File: config.mk
export PLATFORM = sky130hd
export DESIGN_NAME = sc_chain_loader
export DESIGN_NICKNAME = d
export VERILOG_FILES = /design/src/rtl/sc_chain_loader.sv
export SDC_FILE = /design/constraint.sdc
export NUM_CORES = 1
export LEC_CHECK = 0
export ABC_CLOCK_PERIOD_IN_PS = 3900
export BUFFER_PORTS_ARGS = -buffer_cell sky130_fd_sc_hd__buf_4
export CORE_MARGIN = 4
export CORE_UTILIZATION = 59
export CTS_CLUSTER_DIAMETER = 120
export DETAILED_ROUTE_END_ITERATION = 8
export PLACE_DENSITY = 0.88
export SYNTH_ARGS = -nofsm -noshare
export SYNTH_HDL_FRONTEND = slang
export SYNTH_SLANG_ARGS = --single-unit
File: constraint.sdc
create_clock -name clk -period 3.9 [get_ports clk]
set_clock_uncertainty 0.1 [all_clocks]
set_input_delay 0.195 -clock clk [delete_from_list [all_inputs] [get_ports clk]]
set_output_delay 0.195 -clock clk [all_outputs]
set_load 0.02 [all_outputs]
File: src/rtl/sc_chain_loader.sv
// Feeds the sc_dff_compact configuration chain: accepts words over valid/ready and
// shifts exactly CHAIN_LEN bits LSB-first. Optional word parity check: SC_CHAIN_LOADER_PARITY_EN.
module sc_chain_loader #(
    parameter int WORD_W    = 8,
    parameter int CHAIN_LEN = 64,
    parameter int CNT_W     = 16
) (
    input  logic              clk,
    input  logic              reset_n,
    input  logic              start,
    input  logic [WORD_W-1:0] cfg_data,
    input  logic              cfg_valid,
    output logic              cfg_ready,
    output logic              sc_head,
    output logic              sc_shift_en,
    output logic              busy,
    output logic              done,
    output logic [CNT_W-1:0]  bit_count
`ifdef SC_CHAIN_LOADER_PARITY_EN
    ,
    input  logic              cfg_par,
    output logic              par_err
`endif
);

    typedef enum logic [1:0] {
        IDLE  = 2'd0,
        LOAD  = 2'd1,
        SHIFT = 2'd2,
        DONE  = 2'd3
    } state_t;

    localparam logic [CNT_W-1:0] CHAIN_LEN_C = CNT_W'(CHAIN_LEN);
    localparam logic [CNT_W-1:0] WORD_W_C    = CNT_W'(WORD_W);
    localparam logic [CNT_W-1:0] ONE_C       = {{(CNT_W-1){1'b0}}, 1'b1};

    state_t              state_r;
    logic [WORD_W-1:0]   shreg_r;
    logic [CNT_W-1:0]    word_left_r;
    logic [CNT_W-1:0]    bit_count_r;
    logic                cfg_ready_r;
    logic                sc_head_r;
    logic                sc_shift_en_r;
    logic                busy_r;
    logic                done_r;
    logic [CNT_W-1:0]    remaining_s;
    logic [CNT_W-1:0]    word_take_s;
    logic                last_bit_s;
    logic                par_bad_s;

`ifdef SC_CHAIN_LOADER_PARITY_EN
    logic                par_err_r;

    function automatic logic even_parity(input logic [WORD_W-1:0] d);
        return ^d;
    endfunction
`endif

    // The last word may be partial: only the bits still owed to the chain are shifted.
    always_comb begin
        remaining_s = CHAIN_LEN_C - bit_count_r;
        if (remaining_s < WORD_W_C) begin
            word_take_s = remaining_s;
        end else begin
            word_take_s = WORD_W_C;
        end
        last_bit_s = ((bit_count_r + ONE_C) == CHAIN_LEN_C);
`ifdef SC_CHAIN_LOADER_PARITY_EN
        if (even_parity(cfg_data) != cfg_par) begin
            par_bad_s = 1'b1;
        end else begin
            par_bad_s = 1'b0;
        end
`else
        par_bad_s = 1'b0;
`endif
    end

    // Load FSM; every output is a flop so the chain sees glitch-free head/enable.
    always_ff @(posedge clk or negedge reset_n) begin
        if (!reset_n) begin
            state_r       <= IDLE;
            shreg_r       <= '0;
            word_left_r   <= '0;
            bit_count_r   <= '0;
            cfg_ready_r   <= 1'b0;
            sc_head_r     <= 1'b0;
            sc_shift_en_r <= 1'b0;
            busy_r        <= 1'b0;
            done_r        <= 1'b0;
`ifdef SC_CHAIN_LOADER_PARITY_EN
            par_err_r     <= 1'b0;
`endif
        end else begin
            case (state_r)
                IDLE: begin
                    done_r        <= 1'b0;
                    sc_head_r     <= 1'b0;
                    sc_shift_en_r <= 1'b0;
                    if (start) begin
                        state_r     <= LOAD;
                        cfg_ready_r <= 1'b1;
                        busy_r      <= 1'b1;
                        bit_count_r <= '0;
`ifdef SC_CHAIN_LOADER_PARITY_EN
                        par_err_r   <= 1'b0;
`endif
                    end else begin
                        cfg_ready_r <= 1'b0;
                        busy_r      <= 1'b0;
                    end
                end
                LOAD: begin
                    if (cfg_valid && cfg_ready_r) begin
                        cfg_ready_r <= 1'b0;
                        if (par_bad_s) begin
                            state_r <= DONE;
                            done_r  <= 1'b1;
                            busy_r  <= 1'b0;
`ifdef SC_CHAIN_LOADER_PARITY_EN
                            par_err_r <= 1'b1;
`endif
                        end else begin
                            state_r       <= SHIFT;
                            sc_head_r     <= cfg_data[0];
                            shreg_r       <= cfg_data >> 1'b1;
                            sc_shift_en_r <= 1'b1;
                            word_left_r   <= word_take_s;
                        end
                    end else begin
                        cfg_ready_r <= 1'b1;
                    end
                end
                SHIFT: begin
                    // The chain samples sc_head on every edge of this state.
                    bit_count_r <= bit_count_r + ONE_C;
                    word_left_r <= word_left_r - ONE_C;
                    if (word_left_r == ONE_C) begin
                        sc_shift_en_r <= 1'b0;
                        sc_head_r     <= 1'b0;
                        if (last_bit_s) begin
                            state_r <= DONE;
                            done_r  <= 1'b1;
                            busy_r  <= 1'b0;
                        end else begin
                            state_r     <= LOAD;
                            cfg_ready_r <= 1'b1;
                        end
                    end else begin
                        sc_head_r <= shreg_r[0];
                        shreg_r   <= shreg_r >> 1'b1;
                    end
                end
                DONE: begin
                    done_r  <= 1'b0;
                    state_r <= IDLE;
                end
                default: begin
                    state_r       <= IDLE;
                    cfg_ready_r   <= 1'b0;
                    sc_head_r     <= 1'b0;
                    sc_shift_en_r <= 1'b0;
                    busy_r        <= 1'b0;
                    done_r        <= 1'b0;
                end
            endcase
        end
    end

    assign cfg_ready   = cfg_ready_r;
    assign sc_head     = sc_head_r;
    assign sc_shift_en = sc_shift_en_r;
    assign busy        = busy_r;
    assign done        = done_r;
    assign bit_count   = bit_count_r;
`ifdef SC_CHAIN_LOADER_PARITY_EN
    assign par_err     = par_err_r;
`endif

endmodule

; Word-level counts from Yosys, hierarchy flattened
; Index checks and enable logic that the tools add are counted.
[totals]
out_inout_bits = 21
word_cells = 70
reg_bits = 47
input_bits = 12
[op_classes]
add_sub_neg = 3
bitwise = 1
n_eq_ne = 11
n_reduce_logical = 15
magnitude_cmp = 1
muxes = 30
[op_table]
columns = op, count
row1 = $pmux W16 S2, 2
row2 = $mux W16, 3
row3 = $reduce_and A3 Y1, 6
row4 = $add A16 B1 Y16 const B, 1
row5 = $eq A16 B1 Y1 const B, 1
row6 = $eq A16 B7 Y1 const B, 1
row7 = $lt A16 B4 Y1 const B, 1
row8 = $mux W8, 2
row9 = $pmux W8 S2, 1
row10 = $sub A16 B1 Y16 const B, 1
row11 = $sub A7 B16 Y16 const A, 1
row12 = $mux W1, 12
row13 = $ne A2 B2 Y1 const B, 6
row14 = $pmux W1 S3, 3
row15 = $mux W2, 4
row16 = $pmux W2 S4, 1
row17 = $reduce_and A2 Y1, 3
row18 = $eq A2 B2 Y1 const B, 2
row19 = $pmux W1 S2, 2
row20 = $reduce_bool A2 Y1, 2
row21 = $reduce_bool A3 Y1, 1
row22 = $eq A2 B1 Y1 const B, 1
row23 = $logic_not A2 Y1, 1
row24 = $reduce_or A2 Y1, 1
row25 = 2 further kinds, 2

; Depth between registers and ports, before layout
[depth]
word_depth = 5
depth_mapped = 10
depth_no_buf = 9

; Least setup slack after synthesis
; No wires, ideal clock.
[synth_path]
kind = flip-flop to flip-flop
from = register word_left_r[0]
to = register word_left_r[14]
setup_ns = 0.144
period_less_slack_ns = 2.713
n_path_buf = 0
stages_incl_launch_ff = 10
slack_ns = 1.187
arrival_time_ns = 2.469
t_required_ns = 3.656
cell_sequence = dfrtp_1 -> inv_1 -> ha_1 -> or3b_4 -> or4_4 -> or2_4 -> or4_4 -> nor3_2 -> xnor2_1 -> nor2_1
[synth_via]
elab_chain_cells = 2
[synth_lines]
columns = element, line
row1 = "start, declared", 39  ; logic [CNT_W-1:0] word_left_r;
row2 = "start signal, assigned", 128  ; word_left_r <= word_take_s;
row3 = "start signal, assigned", 137  ; word_left_r <= word_left_r - ONE_C;
row4 = $sub A16 B1 Y16, 137
row5 = $pmux W16 S2, 95  ; case (state_r)
; No other way between the ends.
; A chain may end at the register's enable or synchronous reset.

; Worst setup path after layout
[layout_path]
from = register bit_count_r[0], in the netlist bit_count[0]
to = register done_r, in the netlist done
[layout_via]
elab_chain_cells = 4
[layout_lines]
columns = element, line
row1 = "start, declared", 40  ; logic [CNT_W-1:0] bit_count_r;
row2 = "start signal, assigned", 136  ; bit_count_r <= bit_count_r + ONE_C;
row3 = $add A16 B1 Y16, 67  ; last_bit_s = ((bit_count_r + ONE_C) == CHAIN_LEN_C);
row4 = $eq A16 B7 Y1, 67
row5 = $ne A2 B2 Y1 (no line), --
row6 = $reduce_and A3 Y1 (no line), --
row7 = "end signal, assigned", 90  ; done_r <= 1'b0;
row8 = "end signal, assigned", 97  ; done_r <= 1'b0;
row9 = "end signal, assigned", 118  ; done_r <= 1'b1;
row10 = "end, declared", 45  ; logic done_r;
; No other way between the ends.

==> flow_summary_export.csv <==
group,metric,value,unit
pwr,total_power,0.00235,W
critical_path,path_buf_inv,0,
critical_path,r2r_setup_slack,0.85,ns
cts,cts-hold-fix-buffers,2,
critical_path,critical_path.cell_chain,"ha_1 > and4_1 > nor2b_1 > o2111ai_1 > a21oi_1 > nand4_1 > a21oi_1 > mux2_1",
route,drtIter0Drc,213,
cts,cts_num_sinks,46,
timing,slew_viol_final,0,
cts,htree_num_levels,2,
timing,post-route-period-util,0.783,
grt,grt_max_degree,47,
floorplan,rows,25,
cts,cts_root_buffer,"clkbuf_8",
cts,cts_made_buffers,5,
cts,cts_resized,0,
critical_path,cp-end-kind,"register",
floorplan,die_h,79.2,um
placed_design,place_congestion,0.866,
finish,area_growth,13.0,%
grt,grt_first_pass_wirelength,12000,um
floorplan,core_area,4820,um2
critical_path,timing.rr.start,"bit_count[0]",
critical_path,cp_top_family,"simple AND/OR/NAND/NOR gates",
timing,slew_headroom,0.173,
synth,synthFlopType,"dfrtp_1",
floorplan,dieArea,6270,um2
finish,nets,390,
route,avgRoutedWirePerCell,16.2,um
finish,antennaDiodeCount,0,
synth,yosys-top-cells-count,"dfrtp_1, o21ai_0, nand2_1",
timing,finalSetupTns,0,ns
pwr,pwr_density_cell,694,nW/um2
critical_path,slowest_stage,"dfrtp_1",
floorplan,die_width,79.2,um
floorplan,initial_core_util,0.620,
route,postRouteAntennaNets,0,
critical_path,cp.required,3.98,ns
synth,synth_seq_cells,46,
route,via_per_inst,6.13,
placed_design,hpwl,4840,um
timing,grt_setup_unrepaired,"no",
min_path,min_to,"shreg_r[0]",
route,num_vias,2677,
synth,syn-instance-count,348,
critical_path,worstReg2RegEnd,"done",
synth,synth_top_area_cell,"dfrtp_1",
synth,synthArstFlopShare,1.00,
cts,postCtsSetupBuffers,0,
critical_path,r2r_cells,8,
synth,syn-num-nets,369,
critical_path,cp_common_cell,"a21oi_1",
job,cap_violations,0,
synth,synth.most_common_cell,"dfrtp_1",
synth,syn_area,2990,um2
min_path,worstHoldPathCells,3,
grt,grt.overflow.total,0,
grt,antenna_found_initial,0,
grt,grt_pass1_vias,2515,
cts,cts_tree,"yes",
route,drc,0,
pwr,leakagePower,1.48,nW
pwr,ir_drop,560,uV
placed_design,placement.io_buffers,32,
synth,netlist.area_leader.share,0.385,
route,drt_first_pass_iters,4,
grt,grt.total_usage,0.238,
synth,synth.avg_cell_area,8.59,um2
timing,max_freq,0.328,GHz
critical_path,worstSetupStartpointType,"register",
cts,clk_pin_slew,0.09,ns
critical_path,worstPathMaxFanout,11,
timing,tightestPinTransition,1.21,ns
synth,synth_edf_count,0,
finish,utilization,0.701,
critical_path,slowest_delay,0.55,ns
cts,clk_latency,0.30,ns
timing,setup_viol,0,
timing,hold_viol,0,
synth,ys_warn_count,0,
floorplan,io_pins,33,
cts,clock_tree.buffer_depth,2,
synth,synth-seq-area-share,0.385,
timing,period_needed,3.05,ns
min_path,min-delay-start,"cfg_data[1]",
synth,synth.area.top_cells,"dfrtp_1, o21ai_0, a21oi_1, ha_1, nand2_1",
finish,drive_gt1_frac,0.165,
critical_path,critPathKind,"reg2reg",
placed_design,dp.cells,427,
synth,synth.distinct_cells,55,
finish,final_cell_count_no_fill,437,
critical_path,arrival,3.14,ns
route,wl,7070,um
min_path,hold_path_class,"in2reg",
run_status,status,"finished, final reports clean",
-- flip-flops by register name, indices dropped and copies added (netlist names) --
| name | flops |
|---|---|
| bit_count | 16 |
| busy | 1 |
| cfg_ready | 1 |
| done | 1 |
| sc_head | 1 |
| sc_shift_en | 1 |
| shreg_r | 7 |
| state_r | 2 |
| word_left_r | 16 |
-- area by class of cell --
type	count	area, um2
multi-input cells	269	1710
flip-flops and latches	46	1150
well taps	67	83.8
repair buffers	39	298
inverters	8	30.0
clock inverters	3	40.0
clock buffers	5	68.8
fillers	373	1440
-- cells by family after synthesis --
kind of cell	Yosys count	share of synthesized area
and+or+nand+nor	134	0.239
AOI/OAI and AO/OA	96	0.199
DFF	46	0.385
buffers and inverters	33	0.0440
xor gates and xnor gates	17	0.0498
muxes	13	0.0448
adders and majority gates	9	0.0377
-- how the worst max path moves through the flow --
stage                   start               to  slack [ns]  depth (start not counted)
3_5_place_dp     bit_count[0]             done        0.96                          8
4_1_cts          bit_count[0]             done        0.92                          8
6_report         bit_count[0]             done        0.85                          8
3_3_place_gp     bit_count[0]             done        1.13                          8
5_1_grt          bit_count[0]             done        0.63                          8
2_1_floorplan  word_left_r[0]  word_left_r[14]        1.19                          9
-- per-layer routing --
metal,vias to the layer above,GRT usage,wire length (um)
li1,1294,-,-
met1,1297,0.346,3240
met2,75,0.362,3400
met3,11,0.0385,319
met4,0,0.0773,108
met5,-,0,0
-- cell usage in the layout, fill, tap and decap left out, types with 3 or more instances in the layout --
master     n
a22o_1     3
and3_1     3
ha_1       9
nand4_1    5
a21oi_1   23
nor3_1    12
xor2_1     7
o31ai_1    8
nor2b_1    4
a31oi_1    3
o21ai_0   36
clkbuf_8   5
and2_1     6
nor3b_1    4
buf_4     37
nor4_1     5
xnor2_1   10
nor2_1    29
a221o_1    3
mux2i_1   10
inv_1      8
or3_1      6
dfrtp_1   46
nand3_1   13
nand2_1   30
-- worst register-to-register path, stage by stage (launching register included) --
cell,delay [ns]
dfrtp_1,0.55
ha_1,0.37
and4_1,0.33
nor2b_1,0.45
o2111ai_1,0.19
a21oi_1,0.22
nand4_1,0.16
a21oi_1,0.23
mux2_1,0.34
-- report_power, final --
| part | internal, W | switching [W] |
|---|---|---|
| logic | 0.000499 | 0.000705 |
| clock network | 0.000189 | 0.000168 |
| registers | 0.000625 | 0.000160 |
-- per-stage QoR --
| step | worst slack [ns] | instance area [um2] | hold slack (ns) |
|---|---|---|---|
| floorplan | 1.19 | 2990 | -0.201 |
| global placement | 1.13 | 3250 | 0.132 |
| detailed placement | 0.956 | 3250 | 0.131 |
| CTS | 0.919 | 3380 | 0.0839 |
| global route | 0.628 | 3380 | 0.0781 |
| finish | 0.848 | 3380 | 0.0913 |
(Power assumes the default switching activity.)
